### config.mk
export PLATFORM = sky130hd
export DESIGN_NAME = heater_err_monitor
export DESIGN_NICKNAME = d
export VERILOG_FILES = /design/src/rtl/heater_pkg.sv /design/src/rtl/heater_prio_enc.sv /design/src/rtl/heater_err_monitor.sv
export SDC_FILE = /design/constraint.sdc
export NUM_CORES = 1
export LEC_CHECK = 0
export ABC_AREA = 1
export CAP_MARGIN = 20
export CORE_MARGIN = 2
export CORE_UTILIZATION = 40
export CTS_BUF_LIST = sky130_fd_sc_hd__clkbuf_8
export DETAILED_ROUTE_END_ITERATION = 8
export GPL_TIMING_DRIVEN = 0
export PLACE_DENSITY_LB_ADDON = 0.08
export SYNTH_ARGS = -nofsm -noshare
export SYNTH_HDL_FRONTEND = slang
export SYNTH_SLANG_ARGS = --single-unit
### constraint.sdc
create_clock -name clk -period 1.6 [get_ports clk]
set_clock_uncertainty 0.1 [all_clocks]
set_input_delay 0.48 -clock clk [delete_from_list [all_inputs] [get_ports clk]]
set_output_delay 0.48 -clock clk [all_outputs]
set_load 0.005 [all_outputs]
### src/rtl/heater_pkg.sv
// Shared types and constants for the heater lane error monitor.
// The SETTLE default matches the lane delay/check pipeline depth, so the
// blanking window covers the worst-case refill of every lane.
package heater_pkg;

  // Monitor sequencing states.
  typedef enum logic [1:0] {
    CLEARING = 2'd0,
    SETTLE   = 2'd1,
    ARMED    = 2'd2
  } state_t;

  // Blanking length shared with the lane pipeline depth.
  localparam int SETTLE_CYCLES_DEFAULT = 8192;

  // Index width for n items. It is never below 1, so a single-lane build
  // still has a legal one-bit index bus.
  function automatic int idx_w(input int n);
    return (n <= 1) ? 1 : $clog2(n);
  endfunction

endpackage

### src/rtl/heater_prio_enc.sv
// Lowest-set-bit priority encoder.
// Lane 0 has the highest priority. When several lanes fail in the same
// cycle, the lowest index is reported as the first failing lane.
module heater_prio_enc
  import heater_pkg::*;
#(
  parameter  int N_LANES = 16,
  localparam int IDX_W   = idx_w(N_LANES)
) (
  input  logic [N_LANES-1:0] vec,
  output logic [IDX_W-1:0]   idx,
  output logic               valid
);

  // Scan from the top down so that the last (lowest) set bit wins.
  always_comb begin
    idx   = '0;
    valid = |vec;
    for (int i = N_LANES - 1; i >= 0; i--) begin
      if (vec[i]) begin
        idx = IDX_W'(i);
      end
    end
  end

endmodule

### src/rtl/heater_err_monitor.sv
// Heater lane error monitor.
// Drives err_clear to the lane checkers and then blanks their error outputs
// while the pipelines refill. After that it arms. While armed it latches
// sticky per-lane flags, records the first failing lane, counts error cycles
// (saturating) and raises one alarm.
//
// The lane errors are registered once into err_q. Every status update uses
// err_q, so a lane error seen before edge k reaches the status outputs at
// edge k+1.
// clear_req works in any state. It restarts the clear/settle sequence and
// wipes all status, and it takes priority over any error in the same cycle.
// The state output is a debug view of the sequencer.
module heater_err_monitor
  import heater_pkg::*;
#(
  parameter  int N_LANES       = 16,
  parameter  int CLR_CYCLES    = 4,
  parameter  int SETTLE_CYCLES = SETTLE_CYCLES_DEFAULT,
  parameter  int CNT_W         = 16,
  localparam int IDX_W         = idx_w(N_LANES)
) (
  input  logic               clk,
  input  logic               reset,
  input  logic [N_LANES-1:0] lane_error,
  input  logic               clear_req,
  output logic               err_clear,
  output logic               armed,
  output logic [N_LANES-1:0] sticky_err,
  output logic               first_valid,
  output logic [IDX_W-1:0]   first_lane,
  output logic [CNT_W-1:0]   err_count,
  output logic               alarm,
  output state_t             state
);

  // The phase counter is shared by CLEARING and SETTLE, so it is sized for
  // the longer of the two.
  localparam int PH_MAX = (CLR_CYCLES > SETTLE_CYCLES) ? CLR_CYCLES : SETTLE_CYCLES;
  localparam int PH_W   = idx_w(PH_MAX);

  localparam logic [PH_W-1:0]  CLR_LAST    = PH_W'(CLR_CYCLES - 1);
  localparam logic [PH_W-1:0]  SETTLE_LAST = PH_W'(SETTLE_CYCLES - 1);
  localparam logic [CNT_W-1:0] CNT_MAX     = {CNT_W{1'b1}};

  logic [PH_W-1:0]    phase;
  logic [N_LANES-1:0] err_q;
  logic [IDX_W-1:0]   enc_idx;
  logic               enc_valid;

  // Register the lane errors every cycle so the status logic never sees
  // raw, unsynchronised lane outputs.
  always_ff @(posedge clk) begin
    if (reset) begin
      err_q <= '0;
    end else begin
      err_q <= lane_error;
    end
  end

  // Lowest failing lane in this cycle's registered error vector.
  heater_prio_enc #(
    .N_LANES (N_LANES)
  ) u_prio_enc (
    .vec   (err_q),
    .idx   (enc_idx),
    .valid (enc_valid)
  );

  // Sequencer: hold clear for CLR_CYCLES, blank for SETTLE_CYCLES, then arm.
  // A clear request restarts the sequence from the beginning.
  always_ff @(posedge clk) begin
    if (reset || clear_req) begin
      state     <= CLEARING;
      phase     <= '0;
      err_clear <= 1'b1;
      armed     <= 1'b0;
    end else begin
      case (state)
        CLEARING: begin
          if (phase == CLR_LAST) begin
            state     <= SETTLE;
            phase     <= '0;
            err_clear <= 1'b0;
          end else begin
            phase <= phase + PH_W'(1);
          end
        end
        SETTLE: begin
          if (phase == SETTLE_LAST) begin
            state <= ARMED;
            phase <= '0;
            armed <= 1'b1;
          end else begin
            phase <= phase + PH_W'(1);
          end
        end
        ARMED: begin
          phase <= '0;
        end
        default: begin
          state     <= CLEARING;
          phase     <= '0;
          err_clear <= 1'b1;
          armed     <= 1'b0;
        end
      endcase
    end
  end

  // Status capture while armed. Outside ARMED every status output holds its
  // value, unless a clear or reset wipes it.
  always_ff @(posedge clk) begin
    if (reset || clear_req) begin
      sticky_err  <= '0;
      first_valid <= 1'b0;
      first_lane  <= '0;
      err_count   <= '0;
      alarm       <= 1'b0;
    end else if (state == ARMED) begin
      sticky_err <= sticky_err | err_q;
      // The first failing lane is recorded once and then frozen.
      if (!first_valid && enc_valid) begin
        first_lane  <= enc_idx;
        first_valid <= 1'b1;
      end
      // The counter saturates at full scale and does not wrap.
      if (|err_q && (err_count != CNT_MAX)) begin
        err_count <= err_count + CNT_W'(1);
      end
      // The alarm follows the new sticky value, so it rises on the same edge
      // as the sticky bit.
      alarm <= |(sticky_err | err_q);
    end
  end

endmodule

# Word level (Yosys, flattened, before mapping)
# Cells that the tools add are included.
[totals]
register_bits = 71
inputBits = 19
output_inout_bits = 42
elab_cells = 63
[classes]
n_addsub = 2
eq_ne = 7
mux = 26
bitwise_logic = 4
reduce_logical = 14
[ops]
columns = ["op", "count"]
rows = [
  ["$mux 4", 16],
  ["$reduce_or 16->1", 2],
  ["$mux 13", 2],
  ["$pmux 13 s2", 1],
  ["$add 16x1->16 const B", 1],
  ["$ne 16x16->1 const B", 1],
  ["$or 16x16->16", 1],
  ["$add 13x1->13 const B", 1],
  ["$eq 13x13->1 const B", 1],
  ["$eq 13x2->1 const B", 1],
  ["$reduce_and 2->1", 4],
  ["$pmux 2 s3", 1],
  ["$mux 2", 2],
  ["$ne 2x2->1 const B", 2],
  ["$pmux 1 s2", 2],
  ["$reduce_or 2->1", 2],
  ["$not 1->1", 3],
  ["$reduce_and 3->1", 1],
  ["$eq 2x1->1 const B", 1],
  ["$eq 2x2->1 const B", 1],
  ["$logic_and 1x1->1", 2],
  ["$logic_not 2->1", 1],
  ["$mux 1", 2],
  ["$logic_not 1->1", 1],
  ["$logic_or 1x1->1", 1],
]

# Depth between registers and ports, before layout
[depth]
word_depth = 16
depth_mapped = 17
ltp_nobuf = 17

# By module
# Synthesis repeated with hierarchy kept, for this count alone.
[hier_totals]
hier_cells = 503
hier_area_um2 = 3507.1
[by_module_without_submodules]
columns = ["module", "instances", "cells_per_inst", "area_per_inst_um2", "seq_area_each_um2"]
rows = [
  ["heater_err_monitor", 1, 454, 3298.2, 1421.4],
  ["heater_prio_enc", 1, 49, 209.0, 0.0],
]

# Worst setup path after synthesis
# Ideal clock, no wire load.
[synth_timing]
path_type = "reg-to-reg"
from = "register state[0]"
to = "register err_count[7]"
setup_time_ns = 0.116
arrival_time_ns = 1.554
required_time_ns = 1.384
slack_ns = -0.170
path_stages_with_launch = 12
n_path_buf = 2
synth_period_minus_slack_ns = 1.770
path_cell_list = "dfxtp_1 > inv_1 > ha_1 > buf_2 > nand3_1 > buf_4 > nor2_4 > nand3_1 > nor2_1 > nand2_1 > o21ai_0 > nor2_1"
[synth_via]
elab_chain_len = 2
[synth_rtl]
columns = ["item", "line", "text"]
rows = [
  ["from (decl)", "heater_err_monitor.sv:33", "output state_t state"],
  ["from (signal assigned)", "heater_err_monitor.sv:73", "state <= CLEARING;"],
  ["from (signal assigned)", "heater_err_monitor.sv:81", "state <= SETTLE;"],
  ["from (signal assigned)", "heater_err_monitor.sv:90", "state <= ARMED;"],
  ["$eq 2x2->1", "heater_err_monitor.sv:119", "end else if (state == ARMED) begin"],
  ["$reduce_and 2->1 (no source line)", "n/a", ""],
  ["to (signal assigned)", "heater_err_monitor.sv:128", "err_count <= err_count + CNT_W'(1);"],
  ["to (decl)", "heater_err_monitor.sv:31", "output logic [CNT_W-1:0] err_count,"],
]
# No other way between the ends.
# A chain may end at the register's enable or synchronous reset.

# Worst setup path after layout
[layout_timing]
from = "register phase[0]"
to = "register phase[4]"
[layout_via]
elab_chain_len = 3
word_cells_on_any_way = 6
classes_between = "add/sub: 1; eq/ne: 2; mux: 3"
[layout_rtl]
columns = ["item", "line", "text"]
rows = [
  ["from (decl)", "heater_err_monitor.sv:45", "logic [PH_W-1:0] phase;"],
  ["from (signal assigned)", "heater_err_monitor.sv:85", "phase <= phase + PH_W'(1);"],
  ["from (signal assigned)", "heater_err_monitor.sv:94", "phase <= phase + PH_W'(1);"],
  ["$add 13x1->13, or another cell as far along", "heater_err_monitor.sv:85, heater_err_monitor.sv:94", ""],
  ["$mux 13 (on tied branches)", "heater_err_monitor.sv:89, heater_err_monitor.sv:80", ""],
  ["$pmux 13 s2 *", "heater_err_monitor.sv:78", "case (state)"],
]
# Every way passes the cells marked *; elsewhere a longest branch is shown, timed or not.

==> results.md <==
* Startpoint type of the worst setup path: flip-flop
* Top Ports at 61
* Multi-input logic area at 0.00171 mm^2
* CP Data Required Time at ~1800 ps
* Drt wl/cell at between 10 and 15 um
* Yosys warns at 0
* Initial antenna violation count at 0
* Sw Share at 0.242
* Row count at 32
* R2R Path End: phase[4]$_SDFF_PP0_
* MaxCap Viol Count at 0
* CTS Buffer Depth at 2
* Arrival time at the worst endpoint at roughly 2100 ps
* Starting density of the core at 0.407
* Final Hold Fails at 0
* Nets at 604
* Reg-to-reg startpoint: phase[0]$_SDFF_PP0_
* Reg clk slew, reported paths at 80 ps
* Tot GR Track Use at 0.201
* Slowest stage delay, CP at between 300 and 400 ps
* Drc violations at 0
* TNS Setup at -5670 ps
* Die height at 92.0 um
* Synth unique cells at 33
* Failing checks: setup timing
* Vias per cell at approximately 4.6
* # diodes at 0
* Synth Cell Area at 0.00310 mm^2
* DRT Wirelength at 8720 um
* CP endpoint kind: flip-flop
* Clock sinks at 71
* Post-Syn Nets at 452
* Root Buffer: clkbuf_8
* Filler cell count in the final layout at between 600 and 700
* Clk network pwr share at 0.404
* Comb pwr share at 0.089
* Worst-Skew Late Latency at 350 ps
* Worst min-delay path class: flip-flop to flip-flop
* Sequential element share of the synthesized area at 0.459
* Via count at around 3200
* Cell Chain, Critical Path: ha_4, nand3_4, nor3_4, inv_2, nor3_4, nand3_2, nand2_2, nand2_2, o211ai_4, buf_6, nor2_1
* Pre-antenna DRT Iters at 4
* CTS H-tree lvls at 3
* Post-layout worst setup margin at -316 ps
* Final-report max-slew violation count at 0
* Largest net degree at the start of global routing at 13
* Core footprint at 0.00761 mm^2
* Share of layout cells above drive strength 1 at 0.429
* RSZ-0062 raised after global routing: true
* Routability cong. at slightly below 0.9
* Leading post-synthesis cells by cell area: dfxtp_1, inv_1, nand2_1, nor2_1, o21ai_0
* CP Depth at 11
* HPWL Detailed at ~5100 um
* Maximum VDD drop at roughly 0.52 mV
* Slew headroom at 0.705
* Worst slew pin tran at ~440 ps
* Reg power frac at 0.507
* Fin crit share at 1.20
* Post-DRT Antenna Nets at 0
* R2R setup slack at -320 ps
* Worst Setup SP: phase[0]$_SDFF_PP0_
* Cell internal pwr at 2.70 mW
* Psw at 0.863 mW
* Maximum fanout along the worst path at 5
* PortBufs at 59
* First-pass GRT wire length at 13400 um
* CP top delay family: simple AND/OR/NAND/NOR gates
* Syn avg cell area at ~7.2 um^2
* Inserted Clock Buffers at 9
* Seq cells post-synth at 71
* Reg2reg path depth at 11
* Synth-to-Final Area Change at 68.0%
* DRT iter0 DRCs at between 100 and 150
* Worst Setup EP: phase[4]$_SDFF_PP0_
* Sequential cell area at ~0.0015 mm^2
* Status: finished, violations left
* Final setup violation count at 31
* Cells after Synth at around 430
* Largest area contributor in the netlist: dfxtp_1
* Die W at just over 90 um
* Worst path slowest cell: dfxtp_2
* Total power at roughly 3.6 mW
* Die area at between 0.008 and 0.009 mm^2
* TritonCTS clock tree: done
* Highest clock rate at about 520 MHz
* WP buf/inv at 2
* Share of the synthesized area in the top cell type at 0.459
* Min cycle time layout at between 1500 and 2000 ps
* WS Path Type: flip-flop to flip-flop
* Pleak at approximately 2.6 nW
* Pwr/cell area at 686 mW/mm^2
* Vias in the first global route at between 2000 and 3000
* GRT overflow at 0
## kinds of logic (layout without fill, tap and decap cells)
logic type,Yosys count,after routing,synth area share
buffers and inverters,104,261,0.129
adders and majority gates,5,5,0.0202
DFF,71,71,0.459
AOI/OAI and AO/OA,54,54,0.0973
and+or+nand+nor,183,183,0.264
xor gates and xnor gates,11,11,0.0311
## power by group through the flow
stage	Clock, mW	Sequential, mW	Combinational, mW
after floorplan	0	1.85	0.118
after global placement	0	1.86	0.194
after detailed placement	0	1.86	0.195
after CTS	1.47	1.81	0.261
after global routing	1.54	1.81	0.351
final	1.44	1.81	0.317
## worst reg2reg max path: stages (launching register included)
cell      delay [ps]
dfxtp_2          360
ha_4             160
nand3_4           90
nor3_4           210
inv_2             90
nor3_4           170
nand3_2          110
nand2_2          110
nand2_2           70
o211ai_4         140
buf_6            180
nor2_1            40
## cell type report
class,instances,share of cell area
Timing Repair Buffer,141,0.236
Buffer,9,0.0118
Inverter,95,0.0709
Multi-Input combinational cell,253,0.328
Clock inverter,6,0.0115
Tap cell,102,0.0245
Sequential cell,71,0.290
Clock buffer,10,0.0264
## Yosys cell counts, drive strengths merged
cell,instances
and3,1
nor3,16
ha,5
nand2,71
a21oi,19
o211ai,1
o31ai,1
inv,95
xnor2,5
nor4,9
a31oi,1
o211a,1
nand4,8
nor2,62
o311ai,1
clkbuf,6
buf,3
a211oi,1
nor3b,1
dfxtp,71
nand3,15
o21a,2
xor2,6
o21ai,26
a41oi,1
## placed cells by master, fill, tap and decap left out, drive strengths merged, types with 2 or more instances in the layout
master / instances
o21a: 2
nand3: 15
inv: 93
clkdlybuf4s50: 17
nor4: 9
clkinv: 3
xor2: 6
a21oi: 19
o21ai: 26
ha: 5
clkinvlp: 4
xnor2: 5
buf: 87
nor3: 16
nand2: 71
nand4: 8
dfxtp: 71
dlygate4sd2: 36
nor2: 62
clkbuf: 18
## sequential cells by signal, summed over array words and instances, names as in the netlist, 2 cells and up
register	flops
first_lane	4
err_q	16
state	2
sticky_err	16
phase	13
err_count	16
## per-layer routing
metal | global-route usage | up-vias | part of all wire
met5 | 0 | - | 0
met4 | 0.0609 | 0 | 0.017
met3 | 0.0624 | 14 | 0.043
met2 | 0.337 | 77 | 0.51
met1 | 0.248 | 1450 | 0.43
li1 | - | 1637 | -
## metrics by stage
stage               std cells  setup WS [ps]  area, um^2  hold slack (ps)   util
floorplan                 428          -61.9        3150              321      -
CTS                       656           -197        4680              370  0.615
detailed placement        589           -823        3870              338  0.509
global route              687           -411        5200              387  0.684
finish                    687           -316        5200              374  0.684
global placement          589           -846        3870              334  0.509
## worst min-delay path by stage
| stage | start | cells after the start | end | slack (ps) |
|---|---|---|---|---|
| 3_5_place_dp | phase[0]$_SDFF_PP0_ | 1 | phase[0]$_SDFF_PP0_ | 340 |
| 4_1_cts | reset | 2 | err_q[11]$_SDFF_PP0_ | 370 |
| 5_1_grt | reset | 2 | err_q[10]$_SDFF_PP0_ | 390 |
| 3_3_place_gp | phase[0]$_SDFF_PP0_ | 1 | phase[0]$_SDFF_PP0_ | 330 |
| 6_report | err_clear$_SDFFE_PP1P_ | 2 | err_clear$_SDFFE_PP1P_ | 370 |
| 2_1_floorplan | phase[0]$_SDFF_PP0_ | 1 | phase[0]$_SDFF_PP0_ | 320 |
## what timing repair did
action | in CTS | in global routing
gates resized for setup | 144 | 102
gates cloned | 1 | 0
pin swaps | 22 | 34
buffers inserted | 51 | 35
endpoints found under the setup margin | 96 | 51
hold buffers | 0 | 0
Note: power is estimated with default switching activity, not from simulation.
